[config.mk]
export PLATFORM = sky130hd
export DESIGN_NAME = pll_reset_sequencer_flat
export DESIGN_NICKNAME = d
export VERILOG_FILES = /design/src/rtl/pll_reset_sequencer_if.sv /design/src/rtl/pll_reset_sequencer.sv /design/src/flat_wrapper.sv
export SDC_FILE = /design/constraint.sdc
export NUM_CORES = 1
export LEC_CHECK = 0
export CORE_MARGIN = 2
export CORE_UTILIZATION = 57
export DETAILED_ROUTE_END_ITERATION = 8
export PLACE_DENSITY = 0.91
export SLEW_MARGIN = 20
export SYNTH_ARGS = -nofsm -noshare
export SYNTH_HDL_FRONTEND = slang
export SYNTH_SLANG_ARGS = --single-unit
[constraint.sdc]
create_clock -name clk_i -period 2.8 [get_ports clk_i]
set_input_delay 0.28 -clock clk_i [delete_from_list [all_inputs] [get_ports clk_i]]
set_output_delay 0.28 -clock clk_i [all_outputs]
set_load 0.03 [all_outputs]
[src/rtl/pll_reset_sequencer_if.sv]
// Control/status bundle between the PLL reset sequencer and the UDP top.
// The master side is the sequencer itself (it drives the resets and status);
// the slave side is the PLL wrapper / system control that supplies lock and requests.
interface pll_reset_sequencer_if;
  logic        locked;      // raw PLL lock, asynchronous to Clk
  logic        soft_req;    // single-cycle request to force a full re-lock
  logic        pll_rst;
  logic        mac_rst;
  logic        udp_rst;
  logic        lock_ok;
  logic        fail;
  logic [3:0]  retry_cnt;
  logic [15:0] relock_cnt;

  modport master (
    input  locked,
    input  soft_req,
    output pll_rst,
    output mac_rst,
    output udp_rst,
    output lock_ok,
    output fail,
    output retry_cnt,
    output relock_cnt
  );

  modport slave (
    output locked,
    output soft_req,
    input  pll_rst,
    input  mac_rst,
    input  udp_rst,
    input  lock_ok,
    input  fail,
    input  retry_cnt,
    input  relock_cnt
  );
endinterface

[src/rtl/pll_reset_sequencer.sv]
// PLL reset sequencer: pulses the PLL reset, waits for lock with timeout and bounded
// retries, qualifies lock stability, then releases the MAC and UDP domain resets in order.
// Lock loss or a soft request re-asserts the domain resets and re-runs the sequence.
module pll_reset_sequencer #(
  parameter int unsigned RST_PULSE_CYC    = 20,
  parameter int unsigned LOCK_TIMEOUT_CYC = 60000,
  parameter int unsigned LOCK_STABLE_CYC  = 256,
  parameter int unsigned MAX_RETRY        = 7,
  parameter int unsigned RELEASE_GAP_CYC  = 16
) (
  input  logic                  clk_i,
  input  logic                  rst_i,
  pll_reset_sequencer_if.master ctrl_io
);

  typedef enum logic [2:0] {
    StResetPll,
    StWaitLock,
    StStable,
    StRelease,
    StRun,
    StFail
  } state_e;

  localparam logic [15:0] PulseLast   = 16'(RST_PULSE_CYC - 1);
  localparam logic [15:0] TimeoutLast = 16'(LOCK_TIMEOUT_CYC - 1);
  localparam logic [16:0] StableNeed  = 17'(LOCK_STABLE_CYC);
  localparam logic [15:0] GapLast     = 16'(RELEASE_GAP_CYC - 1);
  localparam logic [3:0]  RetryMax    = 4'(MAX_RETRY);

  state_e      state_q, state_d;
  logic [15:0] cnt_q, cnt_d;
  logic        pll_rst_q, pll_rst_d;
  logic        mac_rst_q, mac_rst_d;
  logic        udp_rst_q, udp_rst_d;
  logic        lock_ok_q, lock_ok_d;
  logic        fail_q, fail_d;
  logic [3:0]  retry_cnt_q, retry_cnt_d;
  logic [15:0] relock_cnt_q, relock_cnt_d;
  logic [1:0]  sync_q;

  logic        locked_s;
  logic [3:0]  retry_inc;
  logic [15:0] relock_inc;
  logic [16:0] stable_run;

  // Two-flop synchroniser for the asynchronous PLL lock
  always_ff @(posedge clk_i or posedge rst_i) begin
    if (rst_i) begin
      sync_q <= 2'b00;
    end else begin
      sync_q <= {sync_q[0], ctrl_io.locked};
    end
  end

  assign locked_s  = sync_q[1];
  assign retry_inc = retry_cnt_q + 4'd1;
  assign relock_inc = (relock_cnt_q == 16'hFFFF) ? relock_cnt_q : relock_cnt_q + 16'd1;
  // Consecutive high samples of locked_s including the one that caused STABLE entry
  // and the one being sampled now.
  assign stable_run = {1'b0, cnt_q} + 17'd2;

  // Next-state and registered-output decode; soft_req > lock loss > timer completion
  always_comb begin
    state_d      = state_q;
    cnt_d        = cnt_q + 16'd1;
    pll_rst_d    = pll_rst_q;
    mac_rst_d    = mac_rst_q;
    udp_rst_d    = udp_rst_q;
    lock_ok_d    = lock_ok_q;
    fail_d       = fail_q;
    retry_cnt_d  = retry_cnt_q;
    relock_cnt_d = relock_cnt_q;

    if (ctrl_io.soft_req && (state_q != StResetPll)) begin
      state_d     = StResetPll;
      retry_cnt_d = 4'd0;
      fail_d      = 1'b0;
    end else begin
      unique case (state_q)
        StResetPll: begin
          if (cnt_q == PulseLast) begin
            state_d   = StWaitLock;
            pll_rst_d = 1'b0;
          end
        end
        StWaitLock: begin
          if (locked_s) begin
            state_d = StStable;
          end else if (cnt_q == TimeoutLast) begin
            retry_cnt_d = retry_inc;
            if (retry_inc == RetryMax) begin
              state_d   = StFail;
              fail_d    = 1'b1;
              pll_rst_d = 1'b0;
            end else begin
              state_d = StResetPll;
            end
          end
        end
        StStable: begin
          // A dropout is not a retry: go back for a fresh timeout window
          if (!locked_s) begin
            state_d = StWaitLock;
          end else if (stable_run >= StableNeed) begin
            state_d   = StRelease;
            mac_rst_d = 1'b0;
          end
        end
        StRelease: begin
          if (!locked_s) begin
            state_d      = StResetPll;
            relock_cnt_d = relock_inc;
          end else if (cnt_q == GapLast) begin
            state_d     = StRun;
            udp_rst_d   = 1'b0;
            lock_ok_d   = 1'b1;
            retry_cnt_d = 4'd0;
          end
        end
        StRun: begin
          cnt_d = cnt_q;
          if (!locked_s) begin
            state_d      = StResetPll;
            relock_cnt_d = relock_inc;
          end
        end
        StFail: begin
          cnt_d = cnt_q;
        end
        default: begin
          state_d = StResetPll;
        end
      endcase
    end

    if (state_d != state_q) begin
      cnt_d = 16'd0;
    end

    // Every way into RESET_PLL re-asserts all resets and drops lock_ok
    if ((state_d == StResetPll) && (state_q != StResetPll)) begin
      pll_rst_d = 1'b1;
      mac_rst_d = 1'b1;
      udp_rst_d = 1'b1;
      lock_ok_d = 1'b0;
    end
  end

  // State, counter and output registers
  always_ff @(posedge clk_i or posedge rst_i) begin
    if (rst_i) begin
      state_q      <= StResetPll;
      cnt_q        <= 16'd0;
      pll_rst_q    <= 1'b1;
      mac_rst_q    <= 1'b1;
      udp_rst_q    <= 1'b1;
      lock_ok_q    <= 1'b0;
      fail_q       <= 1'b0;
      retry_cnt_q  <= 4'd0;
      relock_cnt_q <= 16'd0;
    end else begin
      state_q      <= state_d;
      cnt_q        <= cnt_d;
      pll_rst_q    <= pll_rst_d;
      mac_rst_q    <= mac_rst_d;
      udp_rst_q    <= udp_rst_d;
      lock_ok_q    <= lock_ok_d;
      fail_q       <= fail_d;
      retry_cnt_q  <= retry_cnt_d;
      relock_cnt_q <= relock_cnt_d;
    end
  end

  assign ctrl_io.pll_rst    = pll_rst_q;
  assign ctrl_io.mac_rst    = mac_rst_q;
  assign ctrl_io.udp_rst    = udp_rst_q;
  assign ctrl_io.lock_ok    = lock_ok_q;
  assign ctrl_io.fail       = fail_q;
  assign ctrl_io.retry_cnt  = retry_cnt_q;
  assign ctrl_io.relock_cnt = relock_cnt_q;

endmodule
[src/flat_wrapper.sv]
// flat-port wrapper written by rule: the top's interface ports become plain ports
module pll_reset_sequencer_flat 
#(
  parameter int unsigned RST_PULSE_CYC    = 20,
  parameter int unsigned LOCK_TIMEOUT_CYC = 60000,
  parameter int unsigned LOCK_STABLE_CYC  = 256,
  parameter int unsigned MAX_RETRY        = 7,
  parameter int unsigned RELEASE_GAP_CYC  = 16
)
  (clk_i, rst_i, ctrl_io_locked, ctrl_io_soft_req, ctrl_io_pll_rst, ctrl_io_mac_rst, ctrl_io_udp_rst, ctrl_io_lock_ok, ctrl_io_fail, ctrl_io_retry_cnt, ctrl_io_relock_cnt);
  pll_reset_sequencer_if ctrl_io_i ();
  input  logic clk_i;
  input  logic rst_i;
  input wire logic [$bits(ctrl_io_i.locked)-1:0] ctrl_io_locked;
  input wire logic [$bits(ctrl_io_i.soft_req)-1:0] ctrl_io_soft_req;
  output wire logic [$bits(ctrl_io_i.pll_rst)-1:0] ctrl_io_pll_rst;
  output wire logic [$bits(ctrl_io_i.mac_rst)-1:0] ctrl_io_mac_rst;
  output wire logic [$bits(ctrl_io_i.udp_rst)-1:0] ctrl_io_udp_rst;
  output wire logic [$bits(ctrl_io_i.lock_ok)-1:0] ctrl_io_lock_ok;
  output wire logic [$bits(ctrl_io_i.fail)-1:0] ctrl_io_fail;
  output wire logic [$bits(ctrl_io_i.retry_cnt)-1:0] ctrl_io_retry_cnt;
  output wire logic [$bits(ctrl_io_i.relock_cnt)-1:0] ctrl_io_relock_cnt;
  assign ctrl_io_i.locked = ctrl_io_locked;
  assign ctrl_io_i.soft_req = ctrl_io_soft_req;
  assign ctrl_io_pll_rst = ctrl_io_i.pll_rst;
  assign ctrl_io_mac_rst = ctrl_io_i.mac_rst;
  assign ctrl_io_udp_rst = ctrl_io_i.udp_rst;
  assign ctrl_io_lock_ok = ctrl_io_i.lock_ok;
  assign ctrl_io_fail = ctrl_io_i.fail;
  assign ctrl_io_retry_cnt = ctrl_io_i.retry_cnt;
  assign ctrl_io_relock_cnt = ctrl_io_i.relock_cnt;
  pll_reset_sequencer #(.RST_PULSE_CYC(RST_PULSE_CYC), .LOCK_TIMEOUT_CYC(LOCK_TIMEOUT_CYC), .LOCK_STABLE_CYC(LOCK_STABLE_CYC), .MAX_RETRY(MAX_RETRY), .RELEASE_GAP_CYC(RELEASE_GAP_CYC)) u_core (.clk_i(clk_i), .rst_i(rst_i), .ctrl_io(ctrl_io_i));
endmodule
==> run metrics, run 1 <==
status=completed; R2R cell count=7; Startpoint Class=flop; setup bufs post-CTS=0; MaxCap Viol Count=0; total power=1.93 mW; CTS clk-pin slew, worst paths=about 0.09 ns; Hold Fails Final Rpt=0; Area growth syn-to-layout=15.7%; reg2reg start=u_core.cnt_q[0]$_DFFE_PP0P_; ys flop type=dfrtp_1; Synth async-reset ratio=100%; sequential-to-total area share from yosys stat=between 30% and 40%; Tcrit/Tclk final=between 90 and 100%; pin count of the biggest net entering global routing=18; Lkg Pwr=roughly 1.4 nW; Reg-to-Reg End=u_core.cnt_q[11]$_DFFE_PP0P_; RSZ-0062 raised after global routing=false; Core Area=just over 5000 µm²; FF+latch count, synth=46; post-layout util=between 60 and 70%; placed cell area=3270 µm²; final WL=roughly 6.4 mm; Initial Util=about three fifths; Die Ht=between 70 and 80 µm; worst-path fanout max=16; vias in the first global route=about 2300; most frequent cells in the layout=dfrtp_1 (43), clkdlybuf4s50_1 (28), xnor2_1 (25); Rows=26; Cells after Synth=between 200 and 300; Worst setup EP type=flop; area of the multi-input gates=1630 µm²; Yosys warning count=0; die area=approximately 5800 µm²; Antenna Cells=0; share of cells above drive strength 1=~15%; Hold Path Class=input pin to async pin; fin nets=about 330; Critical Path RT=about 3.0 ns; GRT Total Usage=a little under a quarter; PortBufs=28; root buffer cell=clkbuf_8; Rel. slew slack=approximately 41%; commonest non-fill, non-tap cell in the layout=dfrtp_1; Congestion Overflow GR=0; Hold WS=0.254 ns; fillers=between 300 and 400; synthesized cell area=roughly 2900 µm²; worst clock skew=between 0.008 and 0.009 ns; min Tclk post-route=between 2 and 3 ns; hold buffers post-CTS=0; Mean Syn Cell Area=between 9 and 10 µm²; maximum vdd drop=between 400 and 500 µV; IO Count=29; initial DRC count=between 200 and 250; initial antenna violation count=0; Final TNS setup=0 ns; Num CTS Buffers=5; maximum buffer depth of the clock tree=2; Net Count, Synth=between 300 and 400; # setup viols final=0; vias=about 2400; htree depth=2; die width=75.9 µm; pwr/cell area=~570 nW/µm²; Seq. cell area=between 1000 and 1500 µm²; first-pass GRT wire length=10.9 mm; first-pass detailed-route iteration total=5; Worst Tran Pin Value=0.878 ns; clk_lat worst skew=0.31 ns; Synth cell types=60; drt wl/cell=between 15 and 20 µm; Reg2Reg Setup Slack=0.19 ns; Post-synth EDFFs=0; DRC Markers=0; CTS tree=yes; max-slew violation total from the final report=0; post-route cell area=around 3400 µm²; WS Path Type=flop to flop; routed vias/inst=6.21; GP Congestion=roughly 0.9; DP HPWL=4.53 mm; CP Data Arrival Time=between 2 and 3 ns; post-cts repair resize count=0; Sinks on Clock Net=46; fmax=384 MHz; Post-DRT Antenna Nets=0
-- per-stage QoR --
step / cells / setup WS [ns]
2_1_floorplan: 298 / 0.455
3_3_place_gp: 386 / 0.327
3_5_place_dp: 386 / 0.234
4_1_cts: 394 / 0.212
5_1_grt: 394 / 0.00233
6_report: 394 / 0.195
-- cell type report --
type                    instances  share of cell area, %
repair buffers                 39                   11.0
clock buffers                   5                   2.02
clock inverters                 3                   2.02
flip-flops and latches         46                   33.9
well taps                      70                   2.57
multi-input cells             224                   47.7
inverters                       7                  0.771
-- flip-flops by register name, summed over array words and instances (netlist names) --
name,cells
u_core.sync_q,2
u_core.ctrl_io.pll_rst,1
u_core.ctrl_io.mac_rst,1
u_core.state_q,3
u_core.ctrl_io.retry_cnt,4
u_core.ctrl_io.lock_ok,1
u_core.cnt_q,16
u_core.ctrl_io.fail,1
u_core.ctrl_io.udp_rst,1
u_core.ctrl_io.relock_cnt,16
-- worst max path at each step --
stage                                                  startpoint                                 end  cells after the start
after floorplan           u_core.ctrl_io.retry_cnt[0]$_DFFE_PP0P_  u_core.ctrl_io.lock_ok$_DFFE_PP0P_                      8
after global placement                u_core.cnt_q[1]$_DFFE_PP0P_        u_core.cnt_q[12]$_DFFE_PP0P_                      7
after detailed placement              u_core.cnt_q[4]$_DFFE_PP0P_        u_core.cnt_q[11]$_DFFE_PP0P_                      7
after CTS                             u_core.cnt_q[4]$_DFFE_PP0P_        u_core.cnt_q[11]$_DFFE_PP0P_                      7
after global routing                  u_core.cnt_q[4]$_DFFE_PP0P_        u_core.cnt_q[15]$_DFFE_PP0P_                      7
final                                 u_core.cnt_q[0]$_DFFE_PP0P_        u_core.cnt_q[11]$_DFFE_PP0P_                      7
-- metal layers --
metal / vias up / part of all wire [%] / track usage (%)
met5: - / 0 / 0
met4: 0 / 3.1 / 10.7
met3: 23 / 6.2 / 5.12
met2: 106 / 47 / 37.2
met1: 1180 / 44 / 30.4
li1: 1136 / - / -
-- power by group --
group | switching (mW) | internal, mW | leakage [nW]
clock | 0.239 | 0.358 | 0.0683
sequential | 0.102 | 0.751 | 0.620
combinational | 0.280 | 0.205 | 0.689
total | 0.621 | 1.31 | 1.38
-- worst max-delay path, stage by stage, from the launching register on --
cell and delay (ns):
dfrtp_1 0.47, ha_1 0.29, nor4b_2 0.28, nand4_2 0.21
a32o_1 0.30, o31ai_4 0.31, o311ai_4 0.33, a211oi_1 0.32
-- synth_stat cells, types with 3 or more instances --
master	number	share of area (%)
dfrtp_1	43	37
xnor2_1	25	7.4
nand2_1	23	2.9
nor2_1	23	2.9
nand4_1	13	2.8
nand3_1	12	2.0
xor2_1	10	3.0
a211oi_2	8	3.4
a21oi_1	8	1.4
o21ai_0	8	1.4
a211oi_1	7	1.8
and4_1	7	2.1
inv_1	7	0.89
a31oi_1	6	1.3
and3_1	6	1.3
buf_2	6	1.0
buf_4	6	1.5
ha_1	6	2.5
clkbuf_1	5	0.64
or3_1	5	1.1
buf_6	4	1.5
nand2b_1	4	0.85
nor3_1	4	0.68
and3b_1	3	0.89
dfstp_2	3	2.7
nor2b_1	3	0.64
nor3b_1	3	0.76
nor4_2	3	1.3
-- cell families after synthesis --
family | share of synthesized area, %
buf+inv | 5.61
mux | 0.764
compound gates | 14.8
fa+ha+maj | 2.55
flops | 39.2
simple gates | 26.7
xor+xnor | 10.4
(Power assumes the default switching activity.)
==> inputs of run 2 (changes only) <==
--- a/config.mk
+++ b/config.mk
@@ -5,9 +5,10 @@
 export SDC_FILE = /design/constraint.sdc
 export NUM_CORES = 1
 export LEC_CHECK = 0
-export CORE_MARGIN = 2
+export CORE_MARGIN = 4
 export CORE_UTILIZATION = 57
 export DETAILED_ROUTE_END_ITERATION = 8
+export GPL_ROUTABILITY_DRIVEN = 0
 export PLACE_DENSITY = 0.91
 export SLEW_MARGIN = 20
 export SYNTH_ARGS = -nofsm -noshare
==> run 2 against run 1 <==
- sequential cell count unchanged
- setup slack better by 0.0066 ns
- maximum frequency grew 0.25%
- clock power down 14%
- die area grew 11%
- largest cell class unchanged
- largest power group unchanged
==> run metrics, run 2 (synthesized netlist as in run 1, its figures left out) <==
status=completed (unchanged); Hold Path Class=flop to flop (was input pin to async pin); min Tclk post-route=2.60 ns (was 2.61 ns); Critical Path RT=3.00 ns (was 3.02 ns); Worst Tran Pin Value=0.604 ns (was 0.878 ns); initial antenna violation count=0 (unchanged); Post-DRT Antenna Nets=0 (unchanged); Max stage delay cell, worst path=dfrtp_1 (unchanged); Hold WS=0.359 ns (was 0.254 ns); first-pass detailed-route iteration total=5 (unchanged); most frequent cells in the layout=dfrtp_1 (43), clkdlybuf4s50_1 (28), xnor2_1 (25) (unchanged); met3 Use GR=4.97% (was 5.12%); maximum vdd drop=313 µV (was 419 µV); Startpoint Class=flop (unchanged); fin nets=333 (unchanged); WS Path Type=flop to flop (unchanged); Sequential Power Share=45.5% (was 44.1%); first-pass GRT wire length=11.6 mm (was 10.9 mm); setup bufs post-CTS=0 (unchanged); Lkg Pwr=1.37 nW (was 1.38 nW); worst clock skew=0.0111 ns (was 0.00853 ns); vias in the first global route=2375 (was 2306); Initial Util=60.4% (was 58.4%); clock power share=27.7% (was 30.9%); Congestion Overflow GR=0 (unchanged); clk_lat worst skew=0.30 ns (was 0.31 ns); commonest non-fill, non-tap cell in the layout=dfrtp_1 (unchanged); Die Ht=79.9 µm (was 75.9 µm); GRT met1 Usage=30.5% (was 30.4%); max-slew violation total from the final report=0 (unchanged); Worst setup EP type=flop (unchanged); worst-path fanout max=16 (unchanged); fillers=384 (was 387); post-cts repair resize count=0 (unchanged); Area growth syn-to-layout=14.8% (was 15.7%); routed vias/inst=6.21 (about the same); crit path buf inv count=1 (was 0); root buffer cell=clkbuf_8 (unchanged); hold buffers post-CTS=0 (unchanged); Hold Fails Final Rpt=0 (unchanged); Final TNS setup=0 ns (unchanged); Most Crowded Layer GR=met2 (unchanged); RSZ-0062 raised after global routing=false (unchanged); CTS tree=yes (unchanged); Critical Path, Cell by Cell=nand3_2, nor4_2, mux2_2, nor4_2, o311ai_4, buf_4, a211oi_1 (was ha_1, nor4b_2, nand4_2, a32o_1, o31ai_4, o311ai_4, a211oi_1); die area=6380 µm² (was 5760 µm²); DRC Markers=0 (unchanged); Antenna Cells=0 (unchanged); MaxCap Viol Count=0 (unchanged); GRT Total Usage=23.1% (was 23.3%); IO Count=29 (unchanged); CP delay by family, top=simple AND/OR/NAND/NOR gates (was compound AO/OA/AOI/OAI gates); Sinks on Clock Net=46 (unchanged); Tcrit/Tclk final=92.8% (was 93.1%); DP HPWL=4.72 mm (was 4.53 mm); Sw Ratio=32.6% (was 32.1%); final WL=6.65 mm (was 6.45 mm); pwr/cell area=550 nW/µm² (was 567 nW/µm²); Num CTS Buffers=5 (unchanged); Logic pwr share=26.8% (was 25.0%); max incr delay on CP=0.57 ns (was 0.47 ns); Rows=25 (was 26); P_sw=0.607 mW (was 0.621 mW); PortBufs=28 (unchanged); vias=2430 (was 2445); fmax=385 MHz (was 384 MHz); share of cells above drive strength 1=15.1% (was 15.4%); pin count of the biggest net entering global routing=47 (was 18); CTS clk-pin slew, worst paths=0.09 ns (about the same); drt wl/cell=17.0 µm (was 16.4 µm); met2 Resource Use GR=36.5% (was 37.2%); Rel. slew slack=59.4% (was 41.4%); CP most frequent cell=nor4_2; # setup viols final=0 (unchanged); maximum buffer depth of the clock tree=2 (unchanged); die width=79.9 µm (was 75.9 µm); Core Area=4880 µm² (was 5040 µm²); htree depth=2 (unchanged); CP Data Arrival Time=2.80 ns (was 2.82 ns); Pint=1.25 mW (was 1.31 mW); initial DRC count=269 (was 212)
## run 2: final cells by class
type / instances / area (µm²) / share of cell area, %
flip-flops and latches: 46 / 1150 / 34.1
multi-input cells: 224 / 1630 / 48.1
well taps: 67 / 83.8 / 2.48
clock buffers: 7 / 86.3 / 2.55
inverters: 7 / 26.3 / 0.777
repair buffers: 39 / 375 / 11.1
clock inverters: 1 / 30.0 / 0.888
## run 2: final timing paths
path | start | end | slack, ns | cells past startpoint
worst max-delay path | u_core.cnt_q[3]$_DFFE_PP0P_ | u_core.cnt_q[13]$_DFFE_PP0P_ | 0.20 | 7
worst min-delay path | u_core.sync_q[0]$_DFF_PP0_ | u_core.sync_q[1]$_DFF_PP0_ | 0.36 | 0
worst max register to register | u_core.cnt_q[3]$_DFFE_PP0P_ | u_core.cnt_q[13]$_DFFE_PP0P_ | 0.20 | 7
worst min register to register | u_core.sync_q[0]$_DFF_PP0_ | u_core.sync_q[1]$_DFF_PP0_ | 0.36 | 0
max in group asynchronous | rst_i | u_core.cnt_q[11]$_DFFE_PP0P_ | 1.98 | 3
min in group asynchronous | rst_i | u_core.ctrl_io.relock_cnt[6]$_DFFE_PP0P_ | 0.41 | 3
## run 2: power groups by stage
stage | Sequential [mW] | Clock [mW] | Combinational (mW)
floorplan | 0.897 | 0 | 0.289
global placement | 0.847 | 0 | 0.474
detailed placement | 0.855 | 0 | 0.494
CTS | 0.842 | 0.524 | 0.500
global route | 0.859 | 0.556 | 0.541
finish | 0.846 | 0.515 | 0.498
## run 2: metrics by stage
stage	worst slack, ns	util, %	cell area (µm²)	power, mW	cells
final	0.201	69.3	3380	1.86	391
after global routing	0.0175	69.3	3380	1.96	391
after CTS	0.210	69.3	3380	1.87	391
after detailed placement	0.229	66.9	3270	1.35	383
after global placement	0.364	66.9	3270	1.32	383
after floorplan	0.455	-	2950	1.19	298
## run 2: per-layer routing
metal,wire length (µm),part of all wire [%],vias up
met2,3170,48,102
met5,0,0,-
met1,2900,44,1170
met4,210,3.2,0
met3,367,5.5,24
li1,-,-,1134
